File: src/rtl/lsu_pkg.sv
// Shared types and constants for the load/store sequencer.
//   lsu_state_e  : sequencer FSM states
//   lsu_ld_ctx_t : request context kept for load formatting
//   SZ_*         : funct3[1:0] access sizes
//   CAUSE_*      : resp_cause encodings
package lsu_pkg;

  typedef enum logic [1:0] {
    ST_IDLE = 2'd0,
    ST_REQ  = 2'd1,
    ST_WAIT = 2'd2,
    ST_RESP = 2'd3
  } lsu_state_e;

  localparam logic [1:0] SZ_BYTE = 2'd0;
  localparam logic [1:0] SZ_HALF = 2'd1;
  localparam logic [1:0] SZ_WORD = 2'd2;

  localparam logic [1:0] CAUSE_NONE    = 2'd0;
  localparam logic [1:0] CAUSE_MISAL   = 2'd1;
  localparam logic [1:0] CAUSE_BUSERR  = 2'd2;
  localparam logic [1:0] CAUSE_TIMEOUT = 2'd3;

  typedef struct packed {
    logic [2:0] fn3;
    logic [1:0] off;
  } lsu_ld_ctx_t;

  // Size 3 falls into the word rule.
  function automatic logic is_misaligned(input logic [1:0] size, input logic [1:0] off);
    logic mis;
    case (size)
      SZ_BYTE: mis = 1'b0;
      SZ_HALF: mis = off[0];
      default: mis = (off != 2'b00);
    endcase
    return mis;
  endfunction

endpackage

File: src/rtl/lsu_ctrl_if.sv
// Core request/response and data-bus signals of lsu_ctrl.
//   master : the sequencer's view (drives req_ready, mem_*, resp_*)
//   slave  : the environment's view (core plus memory)
interface lsu_ctrl_if;
  logic        req_valid;
  logic        req_ready;
  logic        req_we;
  logic [2:0]  req_fn3;
  logic [31:0] req_addr;
  logic [31:0] req_wdata;

  logic        mem_req;
  logic        mem_gnt;
  logic        mem_we;
  logic [31:0] mem_addr;
  logic [3:0]  mem_be;
  logic [31:0] mem_wdata;
  logic        mem_rvalid;
  logic [31:0] mem_rdata;
  logic        mem_err;

  logic        resp_valid;
  logic        resp_ready;
  logic [31:0] resp_rdata;
  logic        resp_err;
  logic [1:0]  resp_cause;

  modport master (
    input  req_valid, req_we, req_fn3, req_addr, req_wdata,
    output req_ready,
    output mem_req, mem_we, mem_addr, mem_be, mem_wdata,
    input  mem_gnt, mem_rvalid, mem_rdata, mem_err,
    output resp_valid, resp_rdata, resp_err, resp_cause,
    input  resp_ready
  );

  modport slave (
    output req_valid, req_we, req_fn3, req_addr, req_wdata,
    input  req_ready,
    input  mem_req, mem_we, mem_addr, mem_be, mem_wdata,
    output mem_gnt, mem_rvalid, mem_rdata, mem_err,
    input  resp_valid, resp_rdata, resp_err, resp_cause,
    output resp_ready
  );
endinterface

File: src/rtl/input_adj.sv
// Load formatter: selects the addressed byte/half/word from a big-endian
// bus word and returns it little-endian, sign- or zero-extended.
//   bus_data    : big-endian read word
//   fn3         : funct3; [1:0] size, [2] unsigned
//   offset      : byte offset addr[1:0]
//   core_data_c : formatted load value
module input_adj
  import lsu_pkg::*;
(
  input  logic [31:0] bus_data,
  input  logic [2:0]  fn3,
  input  logic [1:0]  offset,
  output logic [31:0] core_data_c
);

  logic [7:0]  byte_sel;
  logic [15:0] half_sel;
  logic        sext;

  always_comb begin
    byte_sel = 8'h00;
    case (offset)
      2'd0:    byte_sel = bus_data[31:24];
      2'd1:    byte_sel = bus_data[23:16];
      2'd2:    byte_sel = bus_data[15:8];
      default: byte_sel = bus_data[7:0];
    endcase
    half_sel = offset[1] ? {bus_data[7:0], bus_data[15:8]}
                         : {bus_data[23:16], bus_data[31:24]};
    sext        = 1'b0;
    core_data_c = '0;
    case (fn3[1:0])
      SZ_BYTE: begin
        sext        = ~fn3[2] & byte_sel[7];
        core_data_c = {{24{sext}}, byte_sel};
      end
      SZ_HALF: begin
        sext        = ~fn3[2] & half_sel[15];
        core_data_c = {{16{sext}}, half_sel};
      end
      default: core_data_c = {bus_data[7:0], bus_data[15:8], bus_data[23:16], bus_data[31:24]};
    endcase
  end

endmodule

File: src/rtl/store_adj.sv
// Combinational store lane steering and byte-enable generation.
//   we         : 1 = store (data steered), 0 = load (data forced to 0)
//   size       : funct3[1:0]
//   offset     : byte offset addr[1:0]
//   core_data  : little-endian store data from the core
//   be_c       : byte enables, be_c[3] = offset 0
//   bus_data_c : big-endian lane data, replicated across unused lanes
module store_adj
  import lsu_pkg::*;
(
  input  logic        we,
  input  logic [1:0]  size,
  input  logic [1:0]  offset,
  input  logic [31:0] core_data,
  output logic [3:0]  be_c,
  output logic [31:0] bus_data_c
);

  always_comb begin
    be_c       = 4'b0000;
    bus_data_c = '0;
    case (size)
      SZ_BYTE: begin
        be_c       = 4'b1000 >> offset;
        bus_data_c = {4{core_data[7:0]}};
      end
      SZ_HALF: begin
        be_c       = offset[1] ? 4'b0011 : 4'b1100;
        bus_data_c = {2{core_data[7:0], core_data[15:8]}};
      end
      default: begin
        be_c       = 4'b1111;
        bus_data_c = {core_data[7:0], core_data[15:8], core_data[23:16], core_data[31:24]};
      end
    endcase
    if (!we) begin
      bus_data_c = '0;
    end
  end

endmodule

File: src/rtl/lsu_ctrl.sv
// Load/store sequencer between the memory stage and a big-endian 32-bit bus.
// One request at a time: alignment check, bus request/grant, response or
// timeout, then a held result towards the core.
//   clk, rst : clock, synchronous active-high reset
//   bus      : core request/response and data-bus signals (master view)
module lsu_ctrl
  import lsu_pkg::*;
#(
  parameter int unsigned TIMEOUT_CYCLES = 255
) (
  input logic       clk,
  input logic       rst,
  lsu_ctrl_if.master bus
);

  localparam int unsigned CNT_W = 16;
  localparam logic [CNT_W-1:0] CNT_LAST = CNT_W'(TIMEOUT_CYCLES - 1);

  lsu_state_e  state_q, state_d;
  logic [CNT_W-1:0] cnt_q, cnt_d;
  lsu_ld_ctx_t ctx_q, ctx_d;

  logic        mem_req_q, mem_req_d;
  logic        mem_we_q, mem_we_d;
  logic [31:0] mem_addr_q, mem_addr_d;
  logic [3:0]  mem_be_q, mem_be_d;
  logic [31:0] mem_wdata_q, mem_wdata_d;
  logic        resp_valid_q, resp_valid_d;
  logic [31:0] resp_rdata_q, resp_rdata_d;
  logic        resp_err_q, resp_err_d;
  logic [1:0]  resp_cause_q, resp_cause_d;

  logic [3:0]  st_be;
  logic [31:0] st_wdata;
  logic [31:0] ld_data;
  logic        timeout_hit;
  logic        do_timeout;

  // Lanes are steered from the live request so they can be registered on accept.
  store_adj u_store_adj (
    .we         (bus.req_we),
    .size       (bus.req_fn3[1:0]),
    .offset     (bus.req_addr[1:0]),
    .core_data  (bus.req_wdata),
    .be_c       (st_be),
    .bus_data_c (st_wdata)
  );

  input_adj u_input_adj (
    .bus_data    (bus.mem_rdata),
    .fn3         (ctx_q.fn3),
    .offset      (ctx_q.off),
    .core_data_c (ld_data)
  );

  assign timeout_hit = (cnt_q == CNT_LAST);

  // Next-state and registered-output logic.
  always_comb begin
    state_d      = state_q;
    cnt_d        = cnt_q;
    ctx_d        = ctx_q;
    mem_req_d    = mem_req_q;
    mem_we_d     = mem_we_q;
    mem_addr_d   = mem_addr_q;
    mem_be_d     = mem_be_q;
    mem_wdata_d  = mem_wdata_q;
    resp_valid_d = resp_valid_q;
    resp_rdata_d = resp_rdata_q;
    resp_err_d   = resp_err_q;
    resp_cause_d = resp_cause_q;
    do_timeout   = 1'b0;

    case (state_q)
      ST_IDLE: begin
        if (bus.req_valid) begin
          ctx_d.fn3   = bus.req_fn3;
          ctx_d.off   = bus.req_addr[1:0];
          mem_we_d    = bus.req_we;
          mem_addr_d  = {bus.req_addr[31:2], 2'b00};
          mem_be_d    = st_be;
          mem_wdata_d = st_wdata;
          cnt_d       = '0;
          if (is_misaligned(bus.req_fn3[1:0], bus.req_addr[1:0])) begin
            state_d      = ST_RESP;
            resp_valid_d = 1'b1;
            resp_rdata_d = '0;
            resp_err_d   = 1'b1;
            resp_cause_d = CAUSE_MISAL;
          end else begin
            state_d   = ST_REQ;
            mem_req_d = 1'b1;
          end
        end
      end
      ST_REQ: begin
        cnt_d = cnt_q + CNT_W'(1);
        // Grant beats a simultaneous timeout.
        if (bus.mem_gnt) begin
          state_d   = ST_WAIT;
          mem_req_d = 1'b0;
        end else if (timeout_hit) begin
          do_timeout = 1'b1;
        end
      end
      ST_WAIT: begin
        cnt_d = cnt_q + CNT_W'(1);
        // Response beats a simultaneous timeout.
        if (bus.mem_rvalid) begin
          state_d      = ST_RESP;
          resp_valid_d = 1'b1;
          resp_rdata_d = (mem_we_q || bus.mem_err) ? '0 : ld_data;
          resp_err_d   = bus.mem_err;
          resp_cause_d = bus.mem_err ? CAUSE_BUSERR : CAUSE_NONE;
        end else if (timeout_hit) begin
          do_timeout = 1'b1;
        end
      end
      ST_RESP: begin
        if (bus.resp_ready) begin
          state_d      = ST_IDLE;
          resp_valid_d = 1'b0;
        end
      end
      default: state_d = ST_IDLE;
    endcase

    if (do_timeout) begin
      state_d      = ST_RESP;
      mem_req_d    = 1'b0;
      resp_valid_d = 1'b1;
      resp_rdata_d = '0;
      resp_err_d   = 1'b1;
      resp_cause_d = CAUSE_TIMEOUT;
    end
  end

  // State and output registers.
  always_ff @(posedge clk) begin
    if (rst) begin
      state_q      <= ST_IDLE;
      cnt_q        <= '0;
      ctx_q        <= '0;
      mem_req_q    <= 1'b0;
      mem_we_q     <= 1'b0;
      mem_addr_q   <= '0;
      mem_be_q     <= '0;
      mem_wdata_q  <= '0;
      resp_valid_q <= 1'b0;
      resp_rdata_q <= '0;
      resp_err_q   <= 1'b0;
      resp_cause_q <= CAUSE_NONE;
    end else begin
      state_q      <= state_d;
      cnt_q        <= cnt_d;
      ctx_q        <= ctx_d;
      mem_req_q    <= mem_req_d;
      mem_we_q     <= mem_we_d;
      mem_addr_q   <= mem_addr_d;
      mem_be_q     <= mem_be_d;
      mem_wdata_q  <= mem_wdata_d;
      resp_valid_q <= resp_valid_d;
      resp_rdata_q <= resp_rdata_d;
      resp_err_q   <= resp_err_d;
      resp_cause_q <= resp_cause_d;
    end
  end

  assign bus.req_ready  = (state_q == ST_IDLE);
  assign bus.mem_req    = mem_req_q;
  assign bus.mem_we     = mem_we_q;
  assign bus.mem_addr   = mem_addr_q;
  assign bus.mem_be     = mem_be_q;
  assign bus.mem_wdata  = mem_wdata_q;
  assign bus.resp_valid = resp_valid_q;
  assign bus.resp_rdata = resp_rdata_q;
  assign bus.resp_err   = resp_err_q;
  assign bus.resp_cause = resp_cause_q;

endmodule

File: src/flat_wrapper.sv
// flat-port wrapper written by rule: the top's interface ports become plain ports
module lsu_ctrl_flat import lsu_pkg::*;
#(
  parameter int unsigned TIMEOUT_CYCLES = 255
)
  (clk, rst, bus_req_valid, bus_req_we, bus_req_fn3, bus_req_addr, bus_req_wdata, bus_req_ready, bus_mem_req, bus_mem_we, bus_mem_addr, bus_mem_be, bus_mem_wdata, bus_mem_gnt, bus_mem_rvalid, bus_mem_rdata, bus_mem_err, bus_resp_valid, bus_resp_rdata, bus_resp_err, bus_resp_cause, bus_resp_ready);
  lsu_ctrl_if bus_i ();
  input logic clk;
  input logic rst;
  input wire logic [$bits(bus_i.req_valid)-1:0] bus_req_valid;
  input wire logic [$bits(bus_i.req_we)-1:0] bus_req_we;
  input wire logic [$bits(bus_i.req_fn3)-1:0] bus_req_fn3;
  input wire logic [$bits(bus_i.req_addr)-1:0] bus_req_addr;
  input wire logic [$bits(bus_i.req_wdata)-1:0] bus_req_wdata;
  output wire logic [$bits(bus_i.req_ready)-1:0] bus_req_ready;
  output wire logic [$bits(bus_i.mem_req)-1:0] bus_mem_req;
  output wire logic [$bits(bus_i.mem_we)-1:0] bus_mem_we;
  output wire logic [$bits(bus_i.mem_addr)-1:0] bus_mem_addr;
  output wire logic [$bits(bus_i.mem_be)-1:0] bus_mem_be;
  output wire logic [$bits(bus_i.mem_wdata)-1:0] bus_mem_wdata;
  input wire logic [$bits(bus_i.mem_gnt)-1:0] bus_mem_gnt;
  input wire logic [$bits(bus_i.mem_rvalid)-1:0] bus_mem_rvalid;
  input wire logic [$bits(bus_i.mem_rdata)-1:0] bus_mem_rdata;
  input wire logic [$bits(bus_i.mem_err)-1:0] bus_mem_err;
  output wire logic [$bits(bus_i.resp_valid)-1:0] bus_resp_valid;
  output wire logic [$bits(bus_i.resp_rdata)-1:0] bus_resp_rdata;
  output wire logic [$bits(bus_i.resp_err)-1:0] bus_resp_err;
  output wire logic [$bits(bus_i.resp_cause)-1:0] bus_resp_cause;
  input wire logic [$bits(bus_i.resp_ready)-1:0] bus_resp_ready;
  assign bus_i.req_valid = bus_req_valid;
  assign bus_i.req_we = bus_req_we;
  assign bus_i.req_fn3 = bus_req_fn3;
  assign bus_i.req_addr = bus_req_addr;
  assign bus_i.req_wdata = bus_req_wdata;
  assign bus_req_ready = bus_i.req_ready;
  assign bus_mem_req = bus_i.mem_req;
  assign bus_mem_we = bus_i.mem_we;
  assign bus_mem_addr = bus_i.mem_addr;
  assign bus_mem_be = bus_i.mem_be;
  assign bus_mem_wdata = bus_i.mem_wdata;
  assign bus_i.mem_gnt = bus_mem_gnt;
  assign bus_i.mem_rvalid = bus_mem_rvalid;
  assign bus_i.mem_rdata = bus_mem_rdata;
  assign bus_i.mem_err = bus_mem_err;
  assign bus_resp_valid = bus_i.resp_valid;
  assign bus_resp_rdata = bus_i.resp_rdata;
  assign bus_resp_err = bus_i.resp_err;
  assign bus_resp_cause = bus_i.resp_cause;
  assign bus_i.resp_ready = bus_resp_ready;
  lsu_ctrl #(.TIMEOUT_CYCLES(TIMEOUT_CYCLES)) u_core (.clk(clk), .rst(rst), .bus(bus_i));
endmodule
File: config.mk
export PLATFORM = sky130hd
export DESIGN_NAME = lsu_ctrl_flat
export DESIGN_NICKNAME = d
export VERILOG_FILES = /design/src/rtl/lsu_pkg.sv /design/src/rtl/lsu_ctrl_if.sv /design/src/rtl/input_adj.sv /design/src/rtl/store_adj.sv /design/src/rtl/lsu_ctrl.sv /design/src/flat_wrapper.sv
export SDC_FILE = /design/constraint.sdc
export NUM_CORES = 1
export LEC_CHECK = 0
export CAP_MARGIN = 20
export CORE_MARGIN = 1
export CORE_UTILIZATION = 45
export DETAILED_ROUTE_END_ITERATION = 6
export PLACE_DENSITY = 0.76
export SYNTH_ARGS = -nofsm -noshare
export SYNTH_HDL_FRONTEND = slang
export SYNTH_SLANG_ARGS = --single-unit
File: constraint.sdc
create_clock -name clk -period 2.5 [get_ports clk]
set_clock_uncertainty 0.1 [all_clocks]
set_input_delay 0.5 -clock clk [delete_from_list [all_inputs] [get_ports clk]]
set_output_delay 0.5 -clock clk [all_outputs]
set_load 0.05 [all_outputs]
==> impl.org <==
** Route
- For this block, the via count after detailed routing is 5943.
- In this run the remaining antenna-violating nets after routing total 0.
- Via density per instance :: 5.31
- Per-cell routed wire length :: around 16 um
- In the routed design, unresolved DRC markers number 0.
- After the first detailed-routing iteration, the DRC count stood at 412.
- For this run, the detailed router's first-pass iteration total came to 6.
- For this block, the routed nets add up to 17900 um of wire.

** Outcome
- The run finished with clean final reports.

** Worst setup path
- Number of gates on the worst path with buffers counted :: 1
- STA classifies the critical path startpoint as a flip-flop.
- Grouping stages by cell kind, the critical path spends the most delay in buffers and inverters.
- Counting cells, the worst reg-to-reg path comes to 7.
- Type of the worst setup path :: flip-flop to primary output
- Critical path destination :: bus_mem_we
- For this run, the slowest stage of the critical path takes 880 ps.
- Endpoint class of the critical path :: primary output
- The worst register-to-register path ends at u_core.bus.resp_rdata[30].
- Along the worst path, the maximum fanout reaches 3.
- Data on the critical path is required at its endpoint by 1900 ps.
- Worst R2R Start :: u_core.state_q[0]
- STA puts the critical path data arrival time at 1710 ps.
- Slowest cell on the critical path :: sky130_fd_sc_hd__clkdlybuf4s50_1
- Worst-case register-to-register setup slack :: 190 ps
- Walking the worst path, the cells encountered are clkdlybuf4s50_1.
- The number of buffers and inverters on the critical path is 1.
- The critical path starts at u_core.bus.mem_we.

** Logic synthesis
- Top cell type's share of synthesized area :: 0.428
- In this run the cell area of the synthesized design comes to 5950 um2.
- In this run, synthesis produced a sequential element count of 127.
- Share of flip-flops with an asynchronous set or reset :: 0
- Cell count after synthesis :: 726
- Count of flip-flops with a built-in enable after synthesis :: 0
- After synthesis, the cell types taking the most area are sky130_fd_sc_hd__dfxtp_1 (43%), sky130_fd_sc_hd__a21oi_1 (9.8%), sky130_fd_sc_hd__nand2_1 (8.8%), sky130_fd_sc_hd__mux2i_1 (3.7%), sky130_fd_sc_hd__nor2_1 (3.5%).
- During synthesis, Yosys emitted a total of 0 warnings.
- Most common flop cell mapped by yosys :: sky130_fd_sc_hd__dfxtp_1
- In this run, distinct cell masters in the synthesized netlist total 61.
- Of the synthesized area, sequential elements account for 0.428.
- The largest total area in the synthesized netlist belongs to sky130_fd_sc_hd__dfxtp_1.
- Avg Inst Size Synth :: 8.19 um2

** STA
- Across all setup checks in the final design, the least slack found is approximately 190 ps.
- Max-slew violations :: 0
- Max-Slew Margin vs Limit :: 0.618
- Final Hold Fails :: 0
- Adding up every negative setup slack in the final design gives 0 ps.
- Measured slew at the worst slew-check pin :: 572 ps
- Setup repair after global routing left no endpoint under its margin.
- Setup violations remaining at the end of the flow were counted as 0.
- Max Fclk :: 432 MHz
- The worst path in the final design needs a cycle of 2310 ps, including I/O delays and setup.
- Dividing the final minimum period by the clock period gives 0.925.

** Clock network
- Root Buffer Master :: sky130_fd_sc_hd__clkbuf_16
- After clock tree synthesis, the clock-pin slew on the worst setup and hold paths is 50 ps.
- Cts bufs inserted :: 17
- Maximum clock path buffer count :: 2
- After clock tree synthesis, the repair step resized 0 gates.
- TritonCTS Sinks :: 127
- Total setup buffers inserted after CTS :: 0
- In this run, post-CTS hold repair placed 0 buffers.
- CTS tree :: yes
- The clock tree synthesis step divided the H-tree into 4 levels.
- Clock network latency to the later pin of the worst-skew pair :: between 400 and 500 ps

** Floorplanning
- Die extent in x :: around 120 um
- The initialized floorplan defines around 40 standard-cell rows.
- Initial Utilization :: 0.465
- The floorplan step set the die height to 117 um.
- Core Box Area :: 12800 um2
- ~210 I/O pins were placed.
- Area of the die :: 13700 um2

** Power and ir drop
- Switching pwr :: between 0.003 and 0.004 W
- Clock power frac :: 0.277
- In this run the static leakage power is between 3 and 4 nW.
- Total power density per cell area :: 916 nW/um2
- The share of total power dissipated in combinational logic is 0.417.
- After layout, the design draws a total of 0.00806 W.
- Switching part of the total :: 0.394
- The share of total power dissipated in sequential elements is 0.306.
- Internal :: 0.00488 W
- Largest vdd supply drop :: 0.587 mV

** Place
- Count of buffers inserted at the top-level ports :: 211
- Routability congestion estimate :: 0.897
- Placement Cell Area :: between 8000 and 9000 um2
- Detailed placer's ending HPWL :: 13100 um
- Post-Place Worst Slack :: -120 ps

** Layout
- The number of antenna diodes in the final layout is 0.
- Post-route cell area :: 8800 um2
- Share of cells above drive strength 1 :: 0.102
- Compared with the post-synthesis result, the final layout area differs by 48.0%.
- After filler insertion, the fill cell instance count of the layout stands at between 1000 and 1500.
- The final layout contains 1049 nets.

** Min path
- The path class of the tightest hold or removal check is flip-flop to flip-flop.

** GRT
- The number of global-route vias before repair was 5639.
- Entering global routing, the biggest net connects 63 pins.
- Wire length of the first global-routing pass :: 27200 um
- The initial antenna violation count is 0.
- Total Routing Usage GR :: 0.261
- Remaining Overflow, GRT :: 0

** Job
- The tool flagged a number of max-cap violations equal to 0.
## metal layers
metal,share of wire,wire [um],global-route usage,up-vias
met5,0,0,0,-
met2,0.49,8700,0.439,265
met3,0.079,1410,0.0783,40
met4,0.031,552,0.133,0
li1,-,-,-,2926
met1,0.40,7210,0.301,2712
## cells in the mapped netlist, drive strengths merged (6+ instances only)
cell and number:
mux2i 22, a211oi 19, mux2 6, dfxtp 127, o22ai 9, nor2 55, nor3 8, clkbuf 33
o21ai 25, buf 21, nand3 11, ha 7, nand2b 21, a22oi 9, a21oi 116, inv 17
nand2 140, or2b 10
## power groups by stage
stage	sequential, W	combinational [W]	clock [W]
floorplan	0.00324	0.00152	0
global placement	0.00249	0.00329	0
detailed placement	0.00251	0.00335	0
CTS	0.00247	0.00336	0.00228
global route	0.00250	0.00361	0.00236
finish	0.00247	0.00336	0.00223
## how the worst min path moves through the flow
stage                                           to                     start  slack (ps)  depth (start not counted)
after CTS                 u_core.bus.mem_wdata[22]  u_core.bus.mem_wdata[22]         350                          2
after global placement    u_core.bus.mem_wdata[17]  u_core.bus.mem_wdata[17]         340                          2
after global routing      u_core.bus.mem_wdata[23]  u_core.bus.mem_wdata[23]         370                          2
after floorplan                    u_core.ctx_q[4]           u_core.ctx_q[4]         360                          2
after detailed placement  u_core.bus.mem_wdata[22]  u_core.bus.mem_wdata[22]         340                          2
final                     u_core.bus.mem_wdata[23]  u_core.bus.mem_wdata[23]         350                          2
## per-stage QoR
| step | std cells | hold slack [ps] | utilization |
|---|---|---|---|
| floorplan | 727 | 365 | - |
| global placement | 1088 | 339 | 0.647 |
| detailed placement | 1088 | 344 | 0.647 |
| CTS | 1119 | 350 | 0.689 |
| global route | 1119 | 370 | 0.689 |
| finish | 1119 | 351 | 0.689 |
## worst reg2reg max path, delay by kind of cell, from the launching register on
kind,cells,cell delay [ps]
flip-flops,1,400
AND/OR/NAND/NOR,3,700
buffers and inverters,1,90
AO/OA/AOI/OAI,2,610
adder cells (fa/ha/maj),1,330
## registers in the layout, indices dropped and copies added (netlist names)
name,flops
u_core.bus.mem_addr,30
u_core.bus.mem_be,4
u_core.bus.mem_req,1
u_core.bus.mem_wdata,32
u_core.bus.mem_we,1
u_core.bus.resp_cause,2
u_core.bus.resp_err,1
u_core.bus.resp_rdata,32
u_core.bus.resp_valid,1
u_core.cnt_q,16
u_core.ctx_q,5
u_core.state_q,2
## cell type report
type	count	area [um2]	share of cell area
clock buffer	26	509	0.0579
clock inverter	5	30.0	0.00341
inverter	17	63.8	0.00725
multi-input combinational	529	3050	0.346
sequential	127	2540	0.289
tap	172	215	0.0244
timing repair buffer	243	2390	0.272
## layout by cell type, fill, tap and decap left out, types with 3 or more instances in the layout
| cell type | count |
|---|---|
| sky130_fd_sc_hd__a211oi_2 | 10 |
| sky130_fd_sc_hd__clkbuf_1 | 4 |
| sky130_fd_sc_hd__dfxtp_1 | 127 |
| sky130_fd_sc_hd__nor3_1 | 7 |
| sky130_fd_sc_hd__a21oi_1 | 116 |
| sky130_fd_sc_hd__nor2_1 | 55 |
| sky130_fd_sc_hd__a211oi_1 | 9 |
| sky130_fd_sc_hd__buf_12 | 4 |
| sky130_fd_sc_hd__mux2i_1 | 22 |
| sky130_fd_sc_hd__ha_1 | 7 |
| sky130_fd_sc_hd__o21ai_0 | 25 |
| sky130_fd_sc_hd__clkbuf_16 | 17 |
| sky130_fd_sc_hd__nand2b_1 | 21 |
| sky130_fd_sc_hd__inv_1 | 16 |
| sky130_fd_sc_hd__nand4_1 | 4 |
| sky130_fd_sc_hd__xnor2_1 | 5 |
| sky130_fd_sc_hd__a22oi_1 | 9 |
| sky130_fd_sc_hd__mux2_2 | 6 |
| sky130_fd_sc_hd__clkbuf_8 | 5 |
| sky130_fd_sc_hd__nand3_1 | 11 |
| sky130_fd_sc_hd__o21bai_1 | 3 |
| sky130_fd_sc_hd__nand2_1 | 138 |
| sky130_fd_sc_hd__a31oi_1 | 3 |
| sky130_fd_sc_hd__clkdlybuf4s50_1 | 209 |
| sky130_fd_sc_hd__o22ai_1 | 8 |
| sky130_fd_sc_hd__clkinv_2 | 3 |
| sky130_fd_sc_hd__a221o_2 | 5 |
| sky130_fd_sc_hd__or2b_1 | 8 |
| sky130_fd_sc_hd__xor2_1 | 5 |
| sky130_fd_sc_hd__o31ai_1 | 5 |
| sky130_fd_sc_hd__a221oi_1 | 3 |
| sky130_fd_sc_hd__nor2b_1 | 4 |
| sky130_fd_sc_hd__buf_4 | 29 |
| sky130_fd_sc_hd__or3_1 | 4 |
## cells by family after synthesis
kind of cell,after synthesis,share of synthesized area
AOI/OAI and AO/OA,208,0.218
other,1,0.000631
DFF,127,0.428
muxes,28,0.0484
xor gates and xnor gates,10,0.0147
and+or+nand+nor,274,0.215
buffers and inverters,71,0.0610
adders and majority gates,7,0.0147
No activity file was read; power rests on OpenSTA's default activity.
